==> src/rtl/pipe_hazard_ctrl.sv <==
// pipe_hazard_ctrl: load-use stall, branch flush and multi-cycle MDU stall control for a 5-stage pipe.
// Optional HAZARD_STATS_EN adds free-running stall_cnt / flush_cnt outputs.
module pipe_hazard_ctrl #(
  parameter int MDU_CYCLES = 4,
  parameter int DELAY_SLOT = 0
) (
  input  logic       clk,
  input  logic       reset,
  input  logic [4:0] id_rs,
  input  logic [4:0] id_rt,
  input  logic       id_use_rs,
  input  logic       id_use_rt,
  input  logic       ex_wreg,
  input  logic       ex_m2reg,
  input  logic [4:0] ex_rd,
  input  logic       id_taken,
  input  logic       id_mdu,
  output logic       wpcir,
  output logic       reset_ir,
  output logic       id_bubble,
  output logic       mdu_busy
`ifdef HAZARD_STATS_EN
  ,
  output logic [31:0] stall_cnt,
  output logic [31:0] flush_cnt
`endif
);
  typedef enum logic {RUN, MDU_BUSY} state_t;
  state_t     state, state_nx;
  logic [7:0] cnt, cnt_nx;
  logic       lu, busy;
  assign lu = ex_wreg && ex_m2reg && (ex_rd != 5'd0) &&
              ((id_use_rs && id_rs == ex_rd) || (id_use_rt && id_rt == ex_rd));
  assign busy = state == MDU_BUSY;
  always_ff @(posedge clk or posedge reset)
    if (reset) begin
      state <= RUN;
      cnt   <= '0;
    end else begin
      state <= state_nx;
      cnt   <= cnt_nx;
    end
  always_comb begin
    state_nx = state;
    cnt_nx   = cnt;
    if (busy) begin
      state_nx = cnt == 8'd0 ? RUN : MDU_BUSY;
      cnt_nx   = cnt == 8'd0 ? cnt : cnt - 8'd1;
    end else if (!lu && id_mdu) begin
      state_nx = MDU_BUSY;
      cnt_nx   = 8'(MDU_CYCLES - 1);
    end
  end
  // reset masks lu so the outputs sit at their idle values while reset is high
  always_comb begin
    wpcir     = reset || (!busy && !lu);
    id_bubble = !reset && (busy || lu);
    reset_ir  = !reset && !busy && !lu && id_taken && (DELAY_SLOT == 0);
    mdu_busy  = !reset && busy;
  end
`ifdef HAZARD_STATS_EN
  always_ff @(posedge clk or posedge reset)
    if (reset) begin
      stall_cnt <= '0;
      flush_cnt <= '0;
    end else begin
      stall_cnt <= wpcir ? stall_cnt : stall_cnt + 32'd1;
      flush_cnt <= reset_ir ? flush_cnt + 32'd1 : flush_cnt;
    end
`endif
endmodule

==> config.mk <==
export PLATFORM = sky130hd
export DESIGN_NAME = pipe_hazard_ctrl
export DESIGN_NICKNAME = d
export VERILOG_FILES = /design/src/rtl/pipe_hazard_ctrl.sv
export SDC_FILE = /design/constraint.sdc
export NUM_CORES = 1
export LEC_CHECK = 0
export CAP_MARGIN = 20
export CORE_AREA = 2 2 39 41
export CTS_CLUSTER_DIAMETER = 100
export DETAILED_ROUTE_END_ITERATION = 6
export DIE_AREA = 0 0 41 43
export DONT_BUFFER_PORTS = 1
export PLACE_DENSITY = 0.69
export SYNTH_ARGS = -nofsm -noshare
export SYNTH_HDL_FRONTEND = slang
export SYNTH_SLANG_ARGS = --single-unit
==> constraint.sdc <==
create_clock -name clk -period 4.2 [get_ports clk]
set_clock_uncertainty 0.1 [all_clocks]
set_input_delay 0.21 -clock clk [delete_from_list [all_inputs] [get_ports clk]]
set_output_delay 0.21 -clock clk [all_outputs]
set_load 0.01 [all_outputs]
==> out/qor.txt, run 1 <==
CP Capture Type: flip-flop
Detailed Route WL: 1418 µm
CTS resizes: 0
Share of the synthesized area in the top cell type: 0.3130
Die width: 41 µm
Cell variety after synth: 35
Critical Path AT: 2.33 ns
Period utilization: 0.5436
RSZ-0062 raised after global routing: no
Clock transition at path regs: 0.06 ns
Routability cong.: 0.8712
Post-CTS Setup Repair Bufs: 0
Count leader, synth: xnor2_1
Share of cells above drive strength 1: 0.05882
Via Count: 628
GRT Util Overall: 0.2138
# hold bufs at CTS: 1
First-pass GRT wire length: 2518 µm
H-tree Lvls: 1
Syn-to-layout area delta: 4.522%
CP Launch Type: flip-flop
Drt wl/cell: 14.04 µm
Vias in the first global route: 648
Cell Area, Synth: 719.4 µm²
Largest cells by area after synthesis: dfrtp_1, xnor2_1, mux2i_1
Drc violations: 0
Finished Cell Area: 752.0 µm²
Largest area contributor in the netlist: dfrtp_1
CTS Buffer Depth: 2
IO buf count: 0
Ys flop type: dfrtp_1
Initial Util: 0.5199
Post-synthesis net count: 109
Row Count: 14
Hold Path Class: in -> reg
CTS Buf Count: 3
Yosys reg bits: 9
Ys async rst share: 1.000
Clock sinks: 9
Status: completed
Sequential share of the synthesized area: 0.3130
Number of enable flip-flop cells after synthesis: 0
CTS tree: done
Io pins: 27
Max-slew headroom: 0.6272
Syn avg cell area: 8.565 µm²
Vias/cell: 6.218
Die Y: 43 µm
Max Fclk: 0.4380 GHz
Min Hold Slack: 0.07710 ns
Placed Area: 715.7 µm²
Setup TNS: 0 ns
Reg2Reg Depth: 5
Hold Fails Final Rpt: 0
Final Critical Period: 2.283 ns
Fin util: 0.5434
PD cells: 227.4 nW/µm²
Syn Inst Count: 84
Core box area: 1384 µm²
Detailed Routing Iterations Pass 1: 4
CP max FO: 8
MaxCap Viol Count: 0
Pin count of the biggest net entering global routing: 19
CP startpoint: cnt[3]$_DFFE_PP0P_
Post-synth top cells: xnor2_1, dfrtp_1, nand2_1
Worst EP required: 4.24 ns
Final number of setup-violating endpoints: 0
Pleak: 0.2726 nW
Synth warn: 0
R2R Path End: cnt[0]$_DFFE_PP0P_
Antenna Violating Nets Remaining: 0
R2r setup slk: 1.92 ns
Worst VDD drop: 0.1230 mV
Root Driver: clkbuf_4
GR Overflow Total: 0
Die ar.: 1763 µm²
Net count of the finished layout: 111
Clock Latency Late Sink: 0.26 ns
RR Startpoint: cnt[3]$_DFFE_PP0P_
Max-slew violation count: 0
Crit path capture: cnt[0]$_DFFE_PP0P_
Ant diodes: 0
Detailed Route Iter0 Violations: 24
CP Class: reg -> reg
Least-Margin Pin Slew: 0.5514 ns
DP HPWL: 1107 µm
Initial antenna violation count: 0
==> worst min-delay path by stage <==
stage | slack, ns | end | startpoint | depth (start not counted)
global placement | 0.006 | busy$_DFF_PP0_ | reset | 1
finish | 0.08 | cnt[0]$_DFFE_PP0P_ | id_mdu | 2
global route | 0.08 | cnt[0]$_DFFE_PP0P_ | id_mdu | 2
floorplan | -0.05 | busy$_DFF_PP0_ | reset | 1
detailed placement | 0.001 | busy$_DFF_PP0_ | reset | 1
CTS | 0.06 | cnt[0]$_DFFE_PP0P_ | id_mdu | 2
==> per-layer routing <==
metal	share of wire	track usage
met5	0	0
met4	0.012	0.1200
met3	0.088	0.05236
met2	0.49	0.3375
met1	0.40	0.2492
==> cell type report <==
class | instances | area [µm²]
inverter | 4 | 15.01
timing repair buffer | 1 | 10.01
clock buffer | 4 | 26.28
fill | 121 | 631.9
tap | 16 | 20.02
sequential | 9 | 225.2
multi-input combinational | 67 | 455.4
==> power by group <==
part | switching, mW | internal (mW)
clock network | 0.0310 | 0.0367
registers | 0 | 0.0867
logic | 0.00736 | 0.00940
==> registers in the layout, summed over array words and instances (netlist names) <==
| name | cells |
|---|---|
| busy | 1 |
| cnt | 8 |
==> per-stage QoR <==
step	instances	total power, mW	setup WS [ns]
6_report	101	0.1710	1.917
5_1_grt	101	0.1807	1.796
4_1_cts	101	0.1740	1.926
3_5_place_dp	96	0.1046	1.942
3_3_place_gp	96	0.1041	1.989
2_1_floorplan	84	0.1025	2.032
==> placed cells by master (no fill, tap or decap) <==
master / count
o22ai_1: 1
or4_1: 1
nor3b_2: 1
nor4_1: 1
a31oi_1: 2
xnor2_1: 10
a31o_1: 2
o211a_1: 1
nand2b_1: 1
clkbuf_4: 3
nor3b_1: 2
mux2i_1: 3
o21ai_2: 1
a211o_1: 1
ha_1: 2
o21ai_0: 3
nor3_1: 4
or3b_1: 1
clkbuf_1: 1
inv_1: 4
nor4b_1: 1
a211oi_1: 2
o311a_1: 1
nand4_1: 3
o31ai_1: 1
nand2_1: 8
dlygate4sd3_1: 1
o21ai_1: 1
o21a_1: 1
dfrtp_1: 9
a21oi_1: 1
or3_1: 2
nand3_1: 1
nor2_1: 7
and2_1: 1
==> logic make-up after synthesis <==
| group | share of synthesized area |
|---|---|
| xor gates and xnor gates | 0.1217 |
| and+or+nand+nor | 0.2557 |
| AOI/OAI and AO/OA | 0.1791 |
| muxes | 0.04174 |
| DFF | 0.3130 |
| buffers and inverters | 0.05390 |
| adders and majority gates | 0.03478 |
==> critical path, cell delays in order, from the launching register on <==
cell and delay [ns]:
dfrtp_1 0.45, or4_1 0.56, or3b_1 0.52, o211a_1 0.25
a211oi_1 0.20, o21ai_1 0.09
No activity file was read; power rests on OpenSTA's default activity.
==> run 2, diff against run 1 <==
--- a/config.mk
+++ b/config.mk
@@ -6,12 +6,11 @@
 export NUM_CORES = 1
 export LEC_CHECK = 0
 export CAP_MARGIN = 20
-export CORE_AREA = 2 2 39 41
+export CORE_UTILIZATION = 54
 export CTS_CLUSTER_DIAMETER = 100
 export DETAILED_ROUTE_END_ITERATION = 6
-export DIE_AREA = 0 0 41 43
 export DONT_BUFFER_PORTS = 1
-export PLACE_DENSITY = 0.69
+export PLACE_DENSITY = 0.72
 export SYNTH_ARGS = -nofsm -noshare
 export SYNTH_HDL_FRONTEND = slang
 export SYNTH_SLANG_ARGS = --single-unit
==> constraint.sdc (replaced) <==
create_clock -name clk -period 2.1 [get_ports clk]
set_clock_uncertainty 0.1 [all_clocks]
set_input_delay 0.105 -clock clk [delete_from_list [all_inputs] [get_ports clk]]
set_output_delay 0.105 -clock clk [all_outputs]
set_load 0.01 [all_outputs]
==> run 2 against run 1 <==
  * The run now ends with negative setup slack left
  * Cell area rose by 11%
  * Die area is 16% lower
  * Clock power is 110% higher
  * Register-to-register slack worse by 1.9 ns
  * Total power up 100%
  * Cell count is 5.9% higher
  * First-iteration DRC count fell by 25%
  * Sequential cell count stayed put
  * Largest power group unchanged
==> out/qor.txt, run 2 (synthesis gave the netlist of run 1 again) <==
Status: finished, violations left
Failing checks: negative setup slack
Detailed Routing Iterations Pass 1: 4 (unchanged)
CP Launch Type: flip-flop
Worst VDD drop: 0.3262 mV (+170%)
Io pins: 27 (unchanged)
Most frequent cells in the layout: xnor2_1, dfrtp_1, nand2_1, nor2_1, buf_4
Hold Path Class: in -> async
RSZ-0062 raised after global routing: yes
Initial Util: 0.6143 (+0.09442)
Max-slew headroom: 0.6353 (+0.008035)
CP Cell Sequence: or4_4 -> or3b_4 -> o211a_1 -> a211oi_2 -> o21ai_1
Net count of the finished layout: 119 (+7.2%)
Placed Area: 758.2 µm² (+5.9%)
Commonest non-fill, non-tap cell in the layout: xnor2_1
Clock sinks: 9 (unchanged)
Hold Fails Final Rpt: 0 (unchanged)
Pleak: 0.3215 nW (+18%)
Syn-to-layout area delta: 16.00%
Fillers: 106 (-12%)
Antenna Violating Nets Remaining: 0 (unchanged)
PD cells: 414.6 nW/µm² (+82%)
Worst EP required: 2.15 ns (-2.09 ns)
Die ar.: 1482 µm² (-16%)
Most Crowded Layer GR: met2
IO buf count: 0 (unchanged)
Max reg flops: 8 (unchanged)
Finished Cell Area: 834.6 µm² (+11%)
CP Class: reg -> reg
Pin count of the biggest net entering global routing: 18 (-1)
Die Y: 38.50 µm (-10%)
Max-slew violation count: 0 (unchanged)
CP max FO: 6 (-2)
Drt wl/cell: 15.69 µm (+12%)
Vias/cell: 6.168 (-0.80%)
CTS Buffer Depth: 2 (unchanged)
Initial antenna violation count: 0 (unchanged)
Crit-path slowest cell: or4_4
Met3 GRT Util: 0.1105 (+0.05811)
GR Overflow Total: 0 (unchanged)
Final Critical Period: 2.104 ns (-0.1787 ns)
Least-Margin Pin Slew: 0.5395 ns (-0.01188 ns)
Final Worst Setup Slack: -0.004436 ns (-1.921 ns)
Drc violations: 0 (unchanged)
Routability cong.: 0.7978 (-8.4%)
Vias in the first global route: 599 (-7.6%)
Share of cells above drive strength 1: 0.1720 (+0.1132)
Clock transition at path regs: 0.07 ns (about the same)
CP Capture Type: flip-flop
MaxCap Viol Count: 0 (unchanged)
Final number of setup-violating endpoints: 1 (+1)
Largest Register: cnt
Setup TNS: -0.004436 ns (-0.004436 ns)
Detailed Route Iter0 Violations: 18 (-25%)
H-tree Lvls: 1 (unchanged)
Via Count: 660 (+5.1%)
Detailed Route WL: 1679 µm (+18%)
Ant diodes: 0 (unchanged)
Die width: 38.50 µm (-6.1%)
Fin util: 0.7126 (+0.1692)
GRT met1 Usage: 0.3164 (+0.06721)
Critical Path AT: 2.16 ns (-0.17 ns)
CTS Buf Count: 3 (unchanged)
Core box area: 1171 µm² (-15%)
GRT Util Overall: 0.2564 (+0.04253)
GR Util met2: 0.4000 (+0.06250)
CTS tree: done
Clock Latency Late Sink: 0.27 ns (about the same)
Row Count: 12 (-2)
Period utilization: 1.002 (+0.4585)
Max Fclk: 0.4752 GHz (+8.5%)
First-pass GRT wire length: 2511 µm (-0.28%)
Root Driver: clkbuf_4
Slowest Stage Delay on Critical Path: 0.55 ns (about the same)
DP HPWL: 1187 µm (+7.2%)
==> run 2: worst paths after layout <==
check / depth (start not counted) / slack [ns] / from / endpoint
setup / recovery: 5 / -0.004 / cnt[6]$_DFFE_PP0P_ / cnt[0]$_DFFE_PP0P_
hold / removal: 2 / 0.15 / reset / cnt[5]$_DFFE_PP0P_
setup reg to reg: 5 / -0.004 / cnt[6]$_DFFE_PP0P_ / cnt[0]$_DFFE_PP0P_
hold reg to reg: 1 / 0.45 / cnt[1]$_DFFE_PP0P_ / cnt[1]$_DFFE_PP0P_
max in group asynchronous: 2 / 1.46 / reset / cnt[6]$_DFFE_PP0P_
min in group clk: 4 / 0.15 / id_mdu / cnt[3]$_DFFE_PP0P_
==> run 2: area by class of cell <==
cell class,instances,area [µm²],area share
Inverter,4,15.01,0.01799
Tap cell,14,17.52,0.02099
Multi-Input combinational cell,67,474.2,0.5682
Sequential cell,9,225.2,0.2699
Timing Repair Buffer,9,76.32,0.09145
Clock buffer,4,26.28,0.03148
==> run 2: critical path, delay by kind of cell, from the launching register on <==
family / cells / cell delay, ns
simple gates: 2 / 1.00
flops: 1 / 0.39
compound gates: 3 / 0.50
==> run 2: report_power, final <==
group          internal (mW)  total (mW)  switching [mW]
clock                 0.0735       0.139          0.0654
combinational         0.0200      0.0338          0.0138
sequential             0.173       0.173               0
total                  0.267       0.346          0.0792
==> run 2: repair_timing <==
action	4_1_cts	5_1_grt
hold buffers	2	0
gates resized for setup	1	5
buffers inserted	0	1
cloned	0	0
setup endpoints to repair	3	4
pin swaps	0	6
hold endpoints to repair	10	0
==> run 2: layer usage <==
| metal | wire length [µm] | part of all wire | vias up |
|---|---|---|---|
| met1 | 727 | 0.43 | 306 |
| met5 | 0 | 0 | - |
| li1 | - | - | 321 |
| met2 | 804 | 0.48 | 26 |
| met4 | 34 | 0.020 | 0 |
| met3 | 112 | 0.067 | 7 |
==> run 2: through the flow <==
| stage | setup slack [ns] | std cells | power (mW) | hold WS (ns) |
|---|---|---|---|---|
| after floorplan | 0.0006810 | 84 | 0.2050 | -0.1531 |
| after global placement | 0.02730 | 100 | 0.2079 | -0.09534 |
| after detailed placement | -0.03325 | 100 | 0.2081 | -0.09826 |
| after CTS | 0.00004952 | 106 | 0.3503 | 0.1450 |
| after global routing | -0.06071 | 107 | 0.3605 | 0.1581 |
| final | -0.004436 | 107 | 0.3460 | 0.1487 |
